$ cat src/rtl/muldiv_pkg.sv
// -----------------------------------------------------------------------------
// muldiv_pkg
//   Shared types and helpers for the sequential multiply/divide unit.
//   - op_e    : operation code as presented on the op port
//   - state_e : control FSM states (IDLE -> RUN -> FIX -> IDLE)
//   - twos_neg: two's complement negate on a wide vector. Callers size-cast
//               the argument up and the result back down to their own width.
//               Truncating a wide negate gives the same low bits as a negate
//               done at the narrow width. The widest operand handled is
//               NEG_MAX_W bits, so the unit supports WIDTH up to 64.
//   Optional divider macro used elsewhere: MULDIV_DIV_EN
// -----------------------------------------------------------------------------
package muldiv_pkg;

    typedef enum logic [1:0] {
        OP_MULT  = 2'd0,
        OP_MULTU = 2'd1,
        OP_DIV   = 2'd2,
        OP_DIVU  = 2'd3
    } op_e;

    typedef enum logic [1:0] {
        S_IDLE = 2'd0,
        S_RUN  = 2'd1,
        S_FIX  = 2'd2
    } state_e;

    localparam int NEG_MAX_W = 128;

    function automatic logic [NEG_MAX_W-1:0] twos_neg(input logic [NEG_MAX_W-1:0] v);
        return ~v + {{(NEG_MAX_W-1){1'b0}}, 1'b1};
    endfunction

endpackage

$ cat src/rtl/muldiv_step.sv
// -----------------------------------------------------------------------------
// muldiv_step
//   One combinational radix-2 iteration on the {hi,lo} accumulator.
//   Multiply: shift-add. The multiplier sits in lo. Bit 0 selects whether the
//             multiplicand is added into hi. The W+1 bit sum then shifts right.
//   Divide (MULDIV_DIV_EN only): restoring step. The dividend sits in lo and
//             the partial remainder in hi. The pair shifts left and a trial
//             subtract is done on the top W+1 bits. The inverted borrow
//             becomes the next quotient bit.
//   Ports:
//     is_div   in  1        divide step select (present only with MULDIV_DIV_EN)
//     acc      in  2*WIDTH  current {hi,lo} accumulator
//     mcand    in  WIDTH    multiplicand magnitude / divisor magnitude
//     acc_next out 2*WIDTH  accumulator after one iteration
// -----------------------------------------------------------------------------
module muldiv_step #(
    parameter int WIDTH = 32
) (
`ifdef MULDIV_DIV_EN
    input  logic                 is_div,
`endif
    input  logic [2*WIDTH-1:0]   acc,
    input  logic [WIDTH-1:0]     mcand,
    output logic [2*WIDTH-1:0]   acc_next
);

    logic [WIDTH:0]     sum_s;
    logic [2*WIDTH-1:0] mul_next_s;

    // shift-add multiply iteration
    always_comb begin
        sum_s = {1'b0, acc[2*WIDTH-1:WIDTH]} + {1'b0, mcand};
        if (acc[0]) begin
            mul_next_s = {sum_s, acc[WIDTH-1:1]};
        end else begin
            mul_next_s = {1'b0, acc[2*WIDTH-1:1]};
        end
    end

`ifdef MULDIV_DIV_EN
    logic [WIDTH:0]     rem_sh_s;
    logic [WIDTH:0]     trial_s;
    logic [2*WIDTH-1:0] div_next_s;

    // restoring divide iteration. The remainder stays below the divisor, so
    // bit WIDTH of the trial difference is a reliable borrow flag.
    always_comb begin
        rem_sh_s = acc[2*WIDTH-1:WIDTH-1];
        trial_s  = rem_sh_s - {1'b0, mcand};
        if (!trial_s[WIDTH]) begin
            div_next_s = {trial_s[WIDTH-1:0], acc[WIDTH-2:0], 1'b1};
        end else begin
            div_next_s = {rem_sh_s[WIDTH-1:0], acc[WIDTH-2:0], 1'b0};
        end
    end

    // select the iteration matching the operation in flight
    always_comb begin
        if (is_div) begin
            acc_next = div_next_s;
        end else begin
            acc_next = mul_next_s;
        end
    end
`else
    // only the multiply iteration exists in this build
    always_comb begin
        acc_next = mul_next_s;
    end
`endif

endmodule

$ cat src/rtl/muldiv_seq.sv
// -----------------------------------------------------------------------------
// muldiv_seq
//   Multi-cycle integer multiply/divide unit with a start/busy/done handshake.
//   Only one operation is in flight at a time. Signed operands are converted
//   to magnitudes at acceptance. The unsigned core runs WIDTH iterations. The
//   sign is restored in the FIX cycle, which also writes hi/lo.
//   Optional feature macro: MULDIV_DIV_EN (restoring divider for DIV/DIVU).
//   Without it, DIV/DIVU complete in FIX with hi/lo untouched.
//   Ports:
//     clk      in  1      clock, rising edge
//     reset    in  1      synchronous active-high reset, overrides everything
//     start    in  1      request, accepted only in IDLE
//     op       in  2      0=MULT 1=MULTU 2=DIV 3=DIVU, sampled with start
//     a, b     in  WIDTH  operands, sampled with start
//     busy     out 1      high from acceptance until the edge raising done
//     done     out 1      single-cycle completion pulse
//     hi, lo   out WIDTH  product high/low, or remainder/quotient
//     div_zero out 1      divide by zero flag, cleared on next acceptance
// -----------------------------------------------------------------------------
module muldiv_seq
    import muldiv_pkg::*;
#(
    parameter int WIDTH = 32
) (
    input  logic             clk,
    input  logic             reset,
    input  logic             start,
    input  logic [1:0]       op,
    input  logic [WIDTH-1:0] a,
    input  logic [WIDTH-1:0] b,
    output logic             busy,
    output logic             done,
    output logic [WIDTH-1:0] hi,
    output logic [WIDTH-1:0] lo,
    output logic             div_zero
);

    localparam int CNT_W = $clog2(WIDTH + 1);
    localparam int ACC_W = 2 * WIDTH;

    state_e             state_r;
    logic [CNT_W-1:0]   cnt_r;
    logic [ACC_W-1:0]   acc_r;
    logic [WIDTH-1:0]   mcand_r;
    logic               is_div_r;
    logic               neg_res_r;

    op_e                op_in_s;
    logic               is_signed_s;
    logic               is_div_in_s;
    logic [WIDTH-1:0]   mag_a_s;
    logic [WIDTH-1:0]   mag_b_s;
    logic [ACC_W-1:0]   step_s;
    logic [ACC_W-1:0]   prod_neg_s;

`ifdef MULDIV_DIV_EN
    logic               neg_rem_r;
    logic               dz_r;
    logic [WIDTH-1:0]   quo_neg_s;
    logic [WIDTH-1:0]   rem_neg_s;
`endif

    // decode the incoming request and take operand magnitudes for signed ops
    always_comb begin
        op_in_s     = op_e'(op);
        is_signed_s = (op_in_s == OP_MULT) || (op_in_s == OP_DIV);
        is_div_in_s = (op_in_s == OP_DIV) || (op_in_s == OP_DIVU);
        if (is_signed_s && a[WIDTH-1]) begin
            mag_a_s = WIDTH'(twos_neg(NEG_MAX_W'(a)));
        end else begin
            mag_a_s = a;
        end
        if (is_signed_s && b[WIDTH-1]) begin
            mag_b_s = WIDTH'(twos_neg(NEG_MAX_W'(b)));
        end else begin
            mag_b_s = b;
        end
    end

    // negated forms of the finished accumulator for sign correction in FIX
    always_comb begin
        prod_neg_s = ACC_W'(twos_neg(NEG_MAX_W'(acc_r)));
`ifdef MULDIV_DIV_EN
        quo_neg_s  = WIDTH'(twos_neg(NEG_MAX_W'(acc_r[WIDTH-1:0])));
        rem_neg_s  = WIDTH'(twos_neg(NEG_MAX_W'(acc_r[ACC_W-1:WIDTH])));
`endif
    end

    muldiv_step #(.WIDTH(WIDTH)) u_step (
`ifdef MULDIV_DIV_EN
        .is_div   (is_div_r),
`endif
        .acc      (acc_r),
        .mcand    (mcand_r),
        .acc_next (step_s)
    );

    // control FSM, iteration datapath and registered outputs
    always_ff @(posedge clk) begin
        if (reset) begin
            state_r   <= S_IDLE;
            cnt_r     <= {CNT_W{1'b0}};
            acc_r     <= {ACC_W{1'b0}};
            mcand_r   <= {WIDTH{1'b0}};
            is_div_r  <= 1'b0;
            neg_res_r <= 1'b0;
            busy      <= 1'b0;
            done      <= 1'b0;
            hi        <= {WIDTH{1'b0}};
            lo        <= {WIDTH{1'b0}};
            div_zero  <= 1'b0;
`ifdef MULDIV_DIV_EN
            neg_rem_r <= 1'b0;
            dz_r      <= 1'b0;
`endif
        end else begin
            case (state_r)
                S_IDLE: begin
                    done <= 1'b0;
                    if (start) begin
                        busy      <= 1'b1;
                        div_zero  <= 1'b0;
                        is_div_r  <= is_div_in_s;
                        acc_r     <= {{WIDTH{1'b0}}, mag_a_s};
                        mcand_r   <= mag_b_s;
                        neg_res_r <= is_signed_s && (a[WIDTH-1] ^ b[WIDTH-1]);
                        cnt_r     <= CNT_W'(WIDTH);
                        if (is_div_in_s) begin
`ifdef MULDIV_DIV_EN
                            neg_rem_r <= is_signed_s && a[WIDTH-1];
                            if (b == {WIDTH{1'b0}}) begin
                                // keep the raw dividend for hi and skip the iterations
                                dz_r    <= 1'b1;
                                acc_r   <= {{WIDTH{1'b0}}, a};
                                state_r <= S_FIX;
                            end else begin
                                dz_r    <= 1'b0;
                                state_r <= S_RUN;
                            end
`else
                            state_r <= S_FIX;
`endif
                        end else begin
`ifdef MULDIV_DIV_EN
                            dz_r <= 1'b0;
`endif
                            state_r <= S_RUN;
                        end
                    end else begin
                        busy <= 1'b0;
                    end
                end
                S_RUN: begin
                    acc_r <= step_s;
                    cnt_r <= cnt_r - CNT_W'(1);
                    if (cnt_r == CNT_W'(1)) begin
                        state_r <= S_FIX;
                    end else begin
                        state_r <= S_RUN;
                    end
                end
                S_FIX: begin
                    busy    <= 1'b0;
                    done    <= 1'b1;
                    state_r <= S_IDLE;
                    if (!is_div_r) begin
                        if (neg_res_r) begin
                            {hi, lo} <= prod_neg_s;
                        end else begin
                            {hi, lo} <= acc_r;
                        end
                    end else begin
`ifdef MULDIV_DIV_EN
                        if (dz_r) begin
                            hi       <= acc_r[WIDTH-1:0];
                            lo       <= {WIDTH{1'b1}};
                            div_zero <= 1'b1;
                        end else begin
                            lo       <= neg_res_r ? quo_neg_s : acc_r[WIDTH-1:0];
                            hi       <= neg_rem_r ? rem_neg_s : acc_r[ACC_W-1:WIDTH];
                            div_zero <= 1'b0;
                        end
`else
                        hi <= hi;
                        lo <= lo;
`endif
                    end
                end
                default: begin
                    state_r <= S_IDLE;
                    busy    <= 1'b0;
                    done    <= 1'b0;
                end
            endcase
        end
    end

endmodule

$ cat config.mk
export PLATFORM = sky130hd
export DESIGN_NAME = muldiv_seq
export DESIGN_NICKNAME = d
export VERILOG_FILES = /design/src/rtl/muldiv_pkg.sv /design/src/rtl/muldiv_step.sv /design/src/rtl/muldiv_seq.sv
export SDC_FILE = /design/constraint.sdc
export NUM_CORES = 1
export LEC_CHECK = 0
export ABC_AREA = 1
export CORE_MARGIN = 2
export CORE_UTILIZATION = 36
export DETAILED_ROUTE_END_ITERATION = 10
export HOLD_SLACK_MARGIN = 0.05
export PLACE_DENSITY_LB_ADDON = 0.1
export SYNTH_ARGS = -nofsm -noshare
export SYNTH_HDL_FRONTEND = slang
export SYNTH_HIERARCHICAL = 1
export SYNTH_SLANG_ARGS = --single-unit
$ cat constraint.sdc
create_clock -name clk -period 2.55 [get_ports clk]
set_input_delay 0.765 -clock clk [delete_from_list [all_inputs] [get_ports clk]]
set_output_delay 0.765 -clock clk [all_outputs]
set_load 0.01 [all_outputs]
==> reports/results.txt, run 1 <==
Post-CTS Hold Buffers: 0
clock share of power: 33.7%
min-delay worst type: register to register
number of synthesized flops with an enable pin: 0
grt ovf: 0
area share of the largest cell type after synthesis: 25.2%
Ports: 136
YS warnings: 6
Die Width: 199 um
post-synthesis sequential area ratio: 25.2%
drt pass-1 iters: 5
largest net degree at the start of global routing: 95
pwr/cell area: 500 nW/um^2
CP Class: register to register
CTS Sinks: 172
RSZ-0062 raised after global routing: false
reg-to-reg endpoint: acc_r[56]$_SDFFE_PP0P_
ys async rst share: 0%
PortBufs: 134
fmax: 434 MHz
CTS tree: built
worst slew pin tran: 981 ps
die height: 199 um
Req. time, crit path: 2940 ps
kind of launch point of the worst setup path: register
Slew Limit Headroom: 34.6%
WP buf/inv: 0
antenna-violating nets left: 0
Levels on crit path: 11
WHS Path Cells: 2
GR Util All Layers: 24.4%
Post-Syn Instances: 2341
Synth area leaders: dfxtp_1 (25%), nand2_1 (21%), nor2_1 (8.1%)
CTS resizes: 0
Unique masters post-synth: 51
post-route minimum period: 2300 ps
Setup crit end kind: register
die area: 39500 um^2
DP Area: 15700 um^2
Largest stage delay, worst path: 650 ps
worst setup margin: 248 ps
outcome: finished, final reports clean
critical path fanouts, max: 8
GP Congestion: 0.930
largest area contributor in the netlist: dfxtp_1
final slew viol count: 0
Synth Area in XOR/XNOR: 3.98%
RR Startpoint: acc_r[56]$_SDFFE_PP0P_
Final #Nets: 2561
Post-Synth Simple-Gate Area: 40.4%
Worst-Skew Late Latency: 470 ps
ratio of cells with drive above 1 in the final layout: 6.85%
DR DRC count: 0
total core area: 37500 um^2
CP Cell Sequence: ha_1 -> nand2_1 -> nor2_1 -> nand2_1 -> nor2_1 -> nand2_1 -> nand4_1 -> nand3_1 -> nand2_1 -> nand2_1 -> a21oi_1
flops & latches, synth: 172
internal reg-to-reg setup slack: 250 ps
total via count in the routed design: 14900
cell area after layout: 16300 um^2
critical path's slowest cell: dfxtp_1
Mapped Nets: 2448
Worst Hold End: busy$_SDFFE_PP0P_
Clock Skew: 12.7 ps
Root Buffer: clkbuf_16
total setup buffers inserted after CTS: 0
largest family of logic cells by synthesized area: simple AND/OR/NAND/NOR gates
number of global-route vias before repair: 13800
post-synthesis mux area share: 0%
Synth Area in Compound Gates: 14.7%
DPL Wire Length: 37.5 mm
vias per inst: 4.99
Leak: 7.79 nW
crit share post-route: 90.3%
max-cap viol count: 0
n_diodes: 0
CTS H-Tree Depth: 4
largest delay contributor family on the critical path: simple AND/OR/NAND/NOR gates
Post-synth top flop: dfxtp_1
antenna violations before repair: 0
arrival time worst endpoint: 2690 ps
switching fraction of total power: 35.0%
Reg power frac: 38.1%
routed len/inst: 15.8 um
Syn-to-layout area delta: 19.0%
Net Switching: 2.84 mW
Longest Clk Path Bufs: 2
syn_area_per_cell: 5.83 um^2
Pint: 5.29 mW
Clk pin slew, worst setup/hold paths: 70 ps
HP Start: busy$_SDFFE_PP0P_
R2R cell count: 11
Starting Density: 36.4%
DRT iter0 DRCs: 963
Place WS: -56.9 ps
CP dominant cell by count: nand2_1
DRT Wirelength: 47.2 mm
first-pass GRT wire length: 74.6 mm
# setup viols final: 0
synthesized area: 13700 um^2
Rows: 71
combinational power share: 28.1%
Num CTS Buffers: 17
final-report hold violation count: 0
Synth Area in Adders: 3.54%
worst vdd ir: 0.492 mV
[cells in the mapped netlist (8+ instances only)]
master / number
nand2_1: 781
nand3_2: 8
nand2_2: 14
o21a_1: 27
nand3_1: 167
nor2_2: 12
clkbuf_1: 37
dfxtp_1: 172
buf_2: 28
ha_1: 37
o221ai_1: 9
buf_4: 36
o21ai_1: 14
nor2_1: 293
xnor2_1: 26
a21oi_1: 155
nor3_1: 11
xor2_1: 36
nor2_4: 8
nand4_1: 22
o21ai_0: 106
o211ai_1: 14
inv_1: 266
[power groups by stage]
stage               Sequential, mW  Clock, mW  Combinational [mW]
floorplan                     3.10          0                1.51
global placement              3.16          0                2.27
detailed placement            3.16          0                2.28
CTS                           3.10       2.80                2.29
global route                  3.12       2.90                2.56
finish                        3.10       2.74                2.29
[cells in the final DEF (no fill, tap or decap), drive strengths merged, types with 5 or more instances in the layout]
| cell type | synthesis | layout |
|---|---|---|
| nand2 | 798 | 798 |
| nand3 | 175 | 175 |
| clkdlybuf4s50 | 0 | 133 |
| o211ai | 14 | 14 |
| nand4 | 22 | 22 |
| dfxtp | 172 | 172 |
| o221ai | 9 | 9 |
| a21oi | 158 | 158 |
| xnor2 | 26 | 26 |
| o21ai | 125 | 125 |
| buf | 74 | 73 |
| nor3 | 11 | 11 |
| xor2 | 36 | 36 |
| clkbuf | 38 | 22 |
| nor2 | 313 | 313 |
| nand3b | 6 | 6 |
| inv | 271 | 271 |
| o21a | 27 | 27 |
| a31oi | 5 | 5 |
| ha | 37 | 37 |
| o21bai | 5 | 5 |
[sequential cells by signal, indices dropped and copies added (netlist names)]
register	cells
lo	32
state_r	2
cnt_r	6
busy	1
hi	32
neg_res_r	1
done	1
mcand_r	32
is_div_r	1
acc_r	64
[metrics by stage]
stage | setup TNS, ps | cells | hold slack, ps | total power, mW | util (%)
after floorplan | 0 | 2341 | 445 | 4.60 | -
after global placement | -5.59 | 2946 | 450 | 5.43 | 41.8
after detailed placement | -140 | 2946 | 454 | 5.44 | 41.8
after CTS | 0 | 2977 | 464 | 8.19 | 43.4
after global routing | 0 | 2977 | 483 | 8.58 | 43.4
final | 0 | 2977 | 463 | 8.13 | 43.4
[worst max path at each step]
stage | start | end | slack, ps
after global placement | b[0] | mcand_r[30]$_SDFFE_PP0P_ | -6
after global routing | acc_r[35]$_SDFFE_PP0P_ | acc_r[56]$_SDFFE_PP0P_ | 90
final | acc_r[56]$_SDFFE_PP0P_ | acc_r[56]$_SDFFE_PP0P_ | 250
after floorplan | b[0] | mcand_r[18]$_SDFFE_PP0P_ | 520
after CTS | acc_r[40]$_SDFFE_PP0P_ | acc_r[56]$_SDFFE_PP0P_ | 270
after detailed placement | a[1] | acc_r[26]$_SDFFE_PP0P_ | -60
[metal layers]
layer	up-vias	routed length [um]	global-route usage, %
met5	-	0	0
met4	0	1200	8.24
met3	57	1940	2.97
met2	391	21300	40.4
met1	6788	22700	32.7
li1	7626	-	-
[logic make-up (layout without fill, tap and decap cells)]
group                      Yosys count  in the layout
and+or+nand+nor                   1331           1331
adders and majority gates           38             38
other                                1              1
buffers and inverters              384            509
AOI/OAI and AO/OA                  353            353
DFF                                172            172
xor gates and xnor gates            62             62
[layout make-up]
type	instances	area, um^2
fill	4141	21200
multi-input combinational	1785	8560
sequential	172	3440
timing repair buffer	206	1990
inverter	272	1020
tap	511	639
clock buffer	22	484
clock inverter	9	113
[worst register-to-register path, stage by stage, from the launching register on]
cell and delay [ps]:
dfxtp_1 650, ha_1 350, nand2_1 130, nor2_1 230, nand2_1 110, nor2_1 110, nand2_1 80, nand4_1 90
nand3_1 160, nand2_1 100, nand2_1 50, a21oi_1 170
(Power assumes the default switching activity.)
==> inputs of run 2 (changes only) <==
--- a/config.mk
+++ b/config.mk
@@ -7,10 +7,11 @@
 export LEC_CHECK = 0
 export ABC_AREA = 1
 export CORE_MARGIN = 2
-export CORE_UTILIZATION = 36
+export CORE_UTILIZATION = 40
 export DETAILED_ROUTE_END_ITERATION = 10
 export HOLD_SLACK_MARGIN = 0.05
 export PLACE_DENSITY_LB_ADDON = 0.1
+export SLEW_MARGIN = 20
 export SYNTH_ARGS = -nofsm -noshare
 export SYNTH_HDL_FRONTEND = slang
 export SYNTH_HIERARCHICAL = 1
==> reports/results.txt, run 2 (synthesis results as in run 1) <==
outcome: finished, final reports clean
Final #Nets: 2553 (-0.31%)
worst slew pin tran: 634 ps (-347 ps)
die height: 189 um (-5.0%)
hold_ws: 468 ps (+4.71 ps)
Starting Density: 40.6% (+4.2 points)
antenna-violating nets left: 0 (unchanged)
commonest non-fill, non-tap cells in the layout: nand2_1 (780), nor2_1 (292), inv_1 (266), dfxtp_1 (171), nand3_1 (167)
worst vdd ir: 0.478 mV (-2.7%)
post-route setup TNS: 0 ps (unchanged)
# setup viols final: 0 (unchanged)
critical path fanouts, max: 7 (-1)
CTS resizes: 0 (unchanged)
die area: 35600 um^2 (-9.8%)
RSZ-0062 raised after global routing: false
most common library cell in the layout ignoring fill and taps: nand2_1
Syn-to-layout area delta: 17.8%
CTS Sinks: 172 (unchanged)
Post-CTS Hold Buffers: 0 (unchanged)
drt pass-1 iters: 6 (+1)
multi-input logic area: 8560 um^2 (unchanged)
largest reg by FF count: acc_r
GR Util All Layers: 25.7% (+1.4 points)
post-placement cell count: 2875 (-2.4%)
crit share post-route: 91.1% (+0.86 points)
vias per inst: 5.04 (+0.96%)
first-pass GRT wire length: 72.7 mm (-2.6%)
kind of launch point of the worst setup path: register
final-report hold violation count: 0 (unchanged)
max-cap viol count: 0 (unchanged)
fmax: 430 MHz (-0.94%)
routed len/inst: 15.6 um (-1.5%)
DRT iter0 DRCs: 1237 (+28%)
GP Congestion: 0.935 (+0.56%)
grt ovf: 0 (unchanged)
DPL Wire Length: 35.4 mm (-5.4%)
Worst-Skew Late Latency: 460 ps (about the same)
Root Buffer: clkbuf_16
min-delay worst type: register to register
Req. time, crit path: 2940 ps (about the same)
Reg area: 3440 um^2 (unchanged)
Slew Limit Headroom: 57.3% (+23 points)
largest net degree at the start of global routing: 125 (+32%)
Rows: 67 (-5.6%)
PortBufs: 134 (unchanged)
Clk pin slew, worst setup/hold paths: 80 ps (about the same)
Ports: 136 (unchanged)
CP Class: register to register
max reg flops: 64 (unchanged)
Longest Clk Path Bufs: 2 (unchanged)
total core area: 33600 um^2 (-10%)
ratio of cells with drive above 1 in the final layout: 6.59% (-0.26 points)
arrival time worst endpoint: 2720 ps (+30 ps)
total setup buffers inserted after CTS: 0 (unchanged)
DP Area: 15500 um^2 (-0.73%)
cell area after layout: 16100 um^2 (-0.98%)
total via count in the routed design: 14600 (-1.4%)
CTS tree: built
CTS H-Tree Depth: 4 (unchanged)
final slew viol count: 0 (unchanged)
number of global-route vias before repair: 13700 (-0.94%)
n_diodes: 0 (unchanged)
Clock Skew: 16.4 ps (+3.72 ps)
Setup crit end kind: register
post-route insts no fill: 2906 (-2.4%)
Num CTS Buffers: 17 (unchanged)
post-route minimum period: 2320 ps (+21.8 ps)
DRT Wirelength: 45.4 mm (-3.8%)
Leak: 7.75 nW (-0.53%)
antenna violations before repair: 0 (unchanged)
pwr/cell area: 492 nW/um^2 (-1.6%)
Die Width: 189 um (-5.0%)
DR DRC count: 0 (unchanged)
Fillers: 3647 (-12%)
[run 2: power by group]
part	switching (mW)	total [mW]	leakage, nW	internal, mW
Sequential	0.222	3.10	1.41	2.88
Combinational	1.40	2.26	6.07	0.858
Clock	1.27	2.56	0.269	1.29
Total	2.89	7.92	7.75	5.03
[run 2: cell type report]
type                    count  area share (%)
repair buffers            198            12.1
clock buffers              18            2.73
inverters                 272            6.34
multi-input cells        1785            53.2
flip-flops and latches    172            21.4
clock inverters            13           0.700
well taps                 448            3.48
[run 2: critical path: stages (launching register included)]
cell and delay (ps):
dfxtp_1 550, ha_1 380, nand2_1 110, nand2_1 80
nand2_1 60, nand2_1 70, inv_1 60, nand3_1 230
nand2_1 160, nand2_1 60, nand2_1 60, nand3_1 130
nand2_1 100, nand2_1 50, a21oi_1 140
[run 2: routing by layer]
layer / vias up / share of wire [%] / GRT usage [%]
met5: - / 0 / 0
met2: 384 / 43 / 40.8
met1: 6591 / 49 / 36.2
met4: 0 / 2.7 / 8.71
li1: 7619 / - / -
met3: 53 / 4.7 / 2.98
[run 2: worst paths after layout]
| path | start | endpoint | slack (ps) | cells after the start |
|---|---|---|---|---|
| worst max-delay path | acc_r[40]$_SDFFE_PP0P_ | acc_r[58]$_SDFFE_PP0P_ | 230 | 14 |
| worst min-delay path | done$_SDFFE_PP0P_ | done$_SDFFE_PP0P_ | 470 | 2 |
| worst max register to register | acc_r[40]$_SDFFE_PP0P_ | acc_r[58]$_SDFFE_PP0P_ | 230 | 14 |
| worst min register to register | done$_SDFFE_PP0P_ | done$_SDFFE_PP0P_ | 470 | 2 |
[run 2: per-stage QoR]
step                utilization, %  setup slack [ps]  power, mW
finish                        47.9               226       7.92
detailed placement            46.2             -6.23       5.41
CTS                           47.9               261       7.96
global route                  47.9              68.0       8.37
global placement              46.2             -39.8       5.39
floorplan                        -               520       4.60
==> inputs of run 3 (changes only) <==
--- a/config.mk
+++ b/config.mk
@@ -5,7 +5,7 @@
 export SDC_FILE = /design/constraint.sdc
 export NUM_CORES = 1
 export LEC_CHECK = 0
-export ABC_AREA = 1
+export ABC_AREA = 0
 export CORE_MARGIN = 2
 export CORE_UTILIZATION = 40
 export DETAILED_ROUTE_END_ITERATION = 10
==> reports/results.txt, run 3 <==
outcome: complete, but fails checks
failing checks: negative setup slack
area share of the largest cell type after synthesis: 29.7% (+4.5 points)
post-placement cell count: 2133 (-26%)
cell area after layout: 16000 um^2 (-0.41%)
kind of launch point of the worst setup path: register
Slew Limit Headroom: 53.3% (-3.9 points)
hold_ws: 458 ps (-10.1 ps)
Rows: 62 (-7.5%)
crit share post-route: 103% (+12 points)
count leader, synth: nor2_1
CTS Sinks: 172 (unchanged)
critical path's slowest cell: fa_2
worst vdd ir: 0.356 mV (-26%)
clock share of power: 36.2% (+3.9 points)
Syn-to-layout area delta: 38.1%
Setup crit end kind: register
vias per inst: 5.61 (+11%)
Post-Syn Instances: 1485 (-37%)
GR Util All Layers: 25.2% (-0.58 points)
Unique masters post-synth: 78 (+53%)
Final #Nets: 1887 (-26%)
Leak: 6.37 nW (-18%)
Req. time, crit path: 2890 ps (-50 ps)
switching fraction of total power: 34.2% (-2.3 points)
grt ovf: 0 (unchanged)
antenna violations before repair: 0 (unchanged)
max reg flops: 64 (unchanged)
Pint: 5.14 mW (+2.2%)
die height: 174 um (-7.7%)
Worst Hold End: is_div_r$_SDFFE_PP0P_
Post-synth top flop: dfxtp_1
Starting Density: 40.5% (-0.097 points)
first-pass GRT wire length: 61.7 mm (-15%)
arrival time worst endpoint: 2960 ps (+240 ps)
Ports: 136 (unchanged)
RR Startpoint: mcand_r[0]$_SDFFE_PP0P_
PortBufs: 134 (unchanged)
Post-synth top cells: nor2_1 (223), dfxtp_1 (172), a21oi_1 (96)
CP Class: register to register
max-cap viol count: 0 (unchanged)
DP Area: 14900 um^2 (-4.3%)
final-report hold violation count: 0 (unchanged)
number of synthesized flops with an enable pin: 0 (unchanged)
Reg power frac: 38.2% (-1.0 points)
Core Util, Final: 56.0% (+8.1 points)
DRT iter0 DRCs: 1022 (-17%)
pwr/cell area: 487 nW/um^2 (-0.93%)
n_diodes: 0 (unchanged)
post-route minimum period: 2620 ps (+299 ps)
antenna-violating nets left: 0 (unchanged)
YS warnings: 6 (unchanged)
Longest Clk Path Bufs: 2 (unchanged)
total via count in the routed design: 12200 (-17%)
ys async rst share: 0% (unchanged)
GP Congestion: 0.919 (-1.7%)
most common library cell in the layout ignoring fill and taps: buf_4
worst setup margin: -73.2 ps (-299 ps)
Synth area leaders: dfxtp_1 (30%), nor2_1 (7.2%), xor2_1 (5.0%)
Clk pin slew, worst setup/hold paths: 80 ps (about the same)
final slew viol count: 0 (unchanged)
routed len/inst: 17.8 um (+14%)
critical path fanouts, max: 4 (-3)
synthesized area: 11600 um^2 (-15%)
Worst-Skew Late Latency: 450 ps (about the same)
WHS Path Cells: 2 (unchanged)
R2R cell count: 10 (-4)
# setup viols final: 4 (+4)
CP Cell Sequence: ha_4 -> fa_2 -> a21o_1 -> a221oi_4 -> a211oi_2 -> a211o_4 -> xor2_1 -> mux2_4 -> a22oi_2 -> nor2_1
largest reg by FF count: acc_r
combinational power share: 25.7% (-2.8 points)
reg-to-reg endpoint: acc_r[45]$_SDFFE_PP0P_
Num CTS Buffers: 17 (unchanged)
Largest stage delay, worst path: 360 ps (-190 ps)
number of global-route vias before repair: 11400 (-17%)
largest net degree at the start of global routing: 56 (-55%)
ratio of cells with drive above 1 in the final layout: 23.9% (+17 points)
CTS tree: built
internal reg-to-reg setup slack: -70 ps (-300 ps)
drt pass-1 iters: 7 (+1)
fmax: 381 MHz (-11%)
Root Buffer: clkbuf_16
HP Start: is_div_r$_SDFFE_PP0P_
DPL Wire Length: 29.1 mm (-18%)
flops & latches, synth: 172 (unchanged)
RSZ-0062 raised after global routing: true
total core area: 28600 um^2 (-15%)
min-delay worst type: register to register
die area: 30400 um^2 (-15%)
worst slew pin tran: 698 ps (+64.0 ps)
commonest non-fill, non-tap cells in the layout: buf_4 (267), nor2_1 (220), dfxtp_1 (163), clkdlybuf4s50_1 (126), a21oi_1 (90)
post-route insts no fill: 2177 (-25%)
Die Width: 174 um (-7.7%)
Net Switching: 2.67 mW (-7.4%)
syn_area_per_cell: 7.81 um^2 (+34%)
DRT Wirelength: 38.7 mm (-15%)
Clock Skew: 19.5 ps (+3.03 ps)
post-synthesis sequential area ratio: 29.7% (+4.5 points)
CTS H-Tree Depth: 4 (unchanged)
DR DRC count: 0 (unchanged)
Mapped Nets: 1592 (-35%)
largest area contributor in the netlist: dfxtp_1
## run 3: cell types whose count changed in the layout (fill, tap and decap cells not counted), moves of 30 or more
cell and delta:
nand2_1 -696, o21ai_0 -59, nor2_1 -72, a22oi_1 +33, xor2_1 +30, buf_4 +214
nor3_1 +31, a211oi_1 +72, a21oi_1 -65, inv_1 -242, nand3_1 -142
## run 3: cell families after synthesis
logic type,Yosys count,share of synthesized area [%]
mux,33,3.05
buf+inv,158,6.58
flops,172,29.7
compound gates,421,25.0
fa+ha+maj,38,4.16
simple gates,541,22.4
other cells,1,0.0323
xor+xnor,121,9.13
## run 3: area by class of cell
cell class / count / area (um^2)
multi-input cells: 1155 / 7860
flip-flops and latches: 172 / 3460
clock buffers: 17 / 425
inverters: 24 / 90.1
repair buffers: 410 / 3500
well taps: 384 / 480
fillers: 2653 / 12600
clock inverters: 15 / 209
## run 3: repair_timing
action,in CTS,in global routing
buffers inserted,6,6
hold buffers,0,0
resized for setup,25,77
pin swaps,12,27
setup endpoints to repair,22,51
## run 3: worst max-delay path by stage
stage	to	from
final	acc_r[45]$_SDFFE_PP0P_	mcand_r[0]$_SDFFE_PP0P_
after global routing	acc_r[45]$_SDFFE_PP0P_	mcand_r[0]$_SDFFE_PP0P_
after CTS	acc_r[45]$_SDFFE_PP0P_	mcand_r[0]$_SDFFE_PP0P_
after detailed placement	mcand_r[29]$_SDFFE_PP0P_	b[16]
after global placement	mcand_r[31]$_SDFFE_PP0P_	b[16]
after floorplan	mcand_r[25]$_SDFFE_PP0P_	b[10]
## run 3: worst max-delay path, delay by kind of cell, from the launching register on
family	cells	cell delay, ps
fa+ha+maj	2	520
compound gates	5	1170
flops	1	340
mux	1	260
xor+xnor	1	150
simple gates	1	60
## run 3: layer usage
metal,vias to the layer above,wire [um],track usage [%]
met2,416,16700,37.5
met5,-,0,0
met4,0,468,5.92
met3,35,2360,3.65
met1,5705,19200,37.9
li1,6063,-,-
## run 3: power by group through the flow
stage	clock network [mW]	registers, mW	logic [mW]
final	2.83	2.98	2.00
after global routing	2.98	3.00	2.19
after CTS	2.88	2.97	1.94
after detailed placement	0	3.04	1.92
after global placement	0	3.03	1.91
after floorplan	0	3.03	1.07
## run 3: through the flow
stage	power [mW]	setup TNS [ps]	setup slack (ps)
finish	7.81	-172	-73.2
global route	8.17	-935	-163
CTS	7.79	-78.1	-38.7
detailed placement	4.96	-13780	-549
global placement	4.95	-13870	-538
floorplan	4.11	-251	-67.6
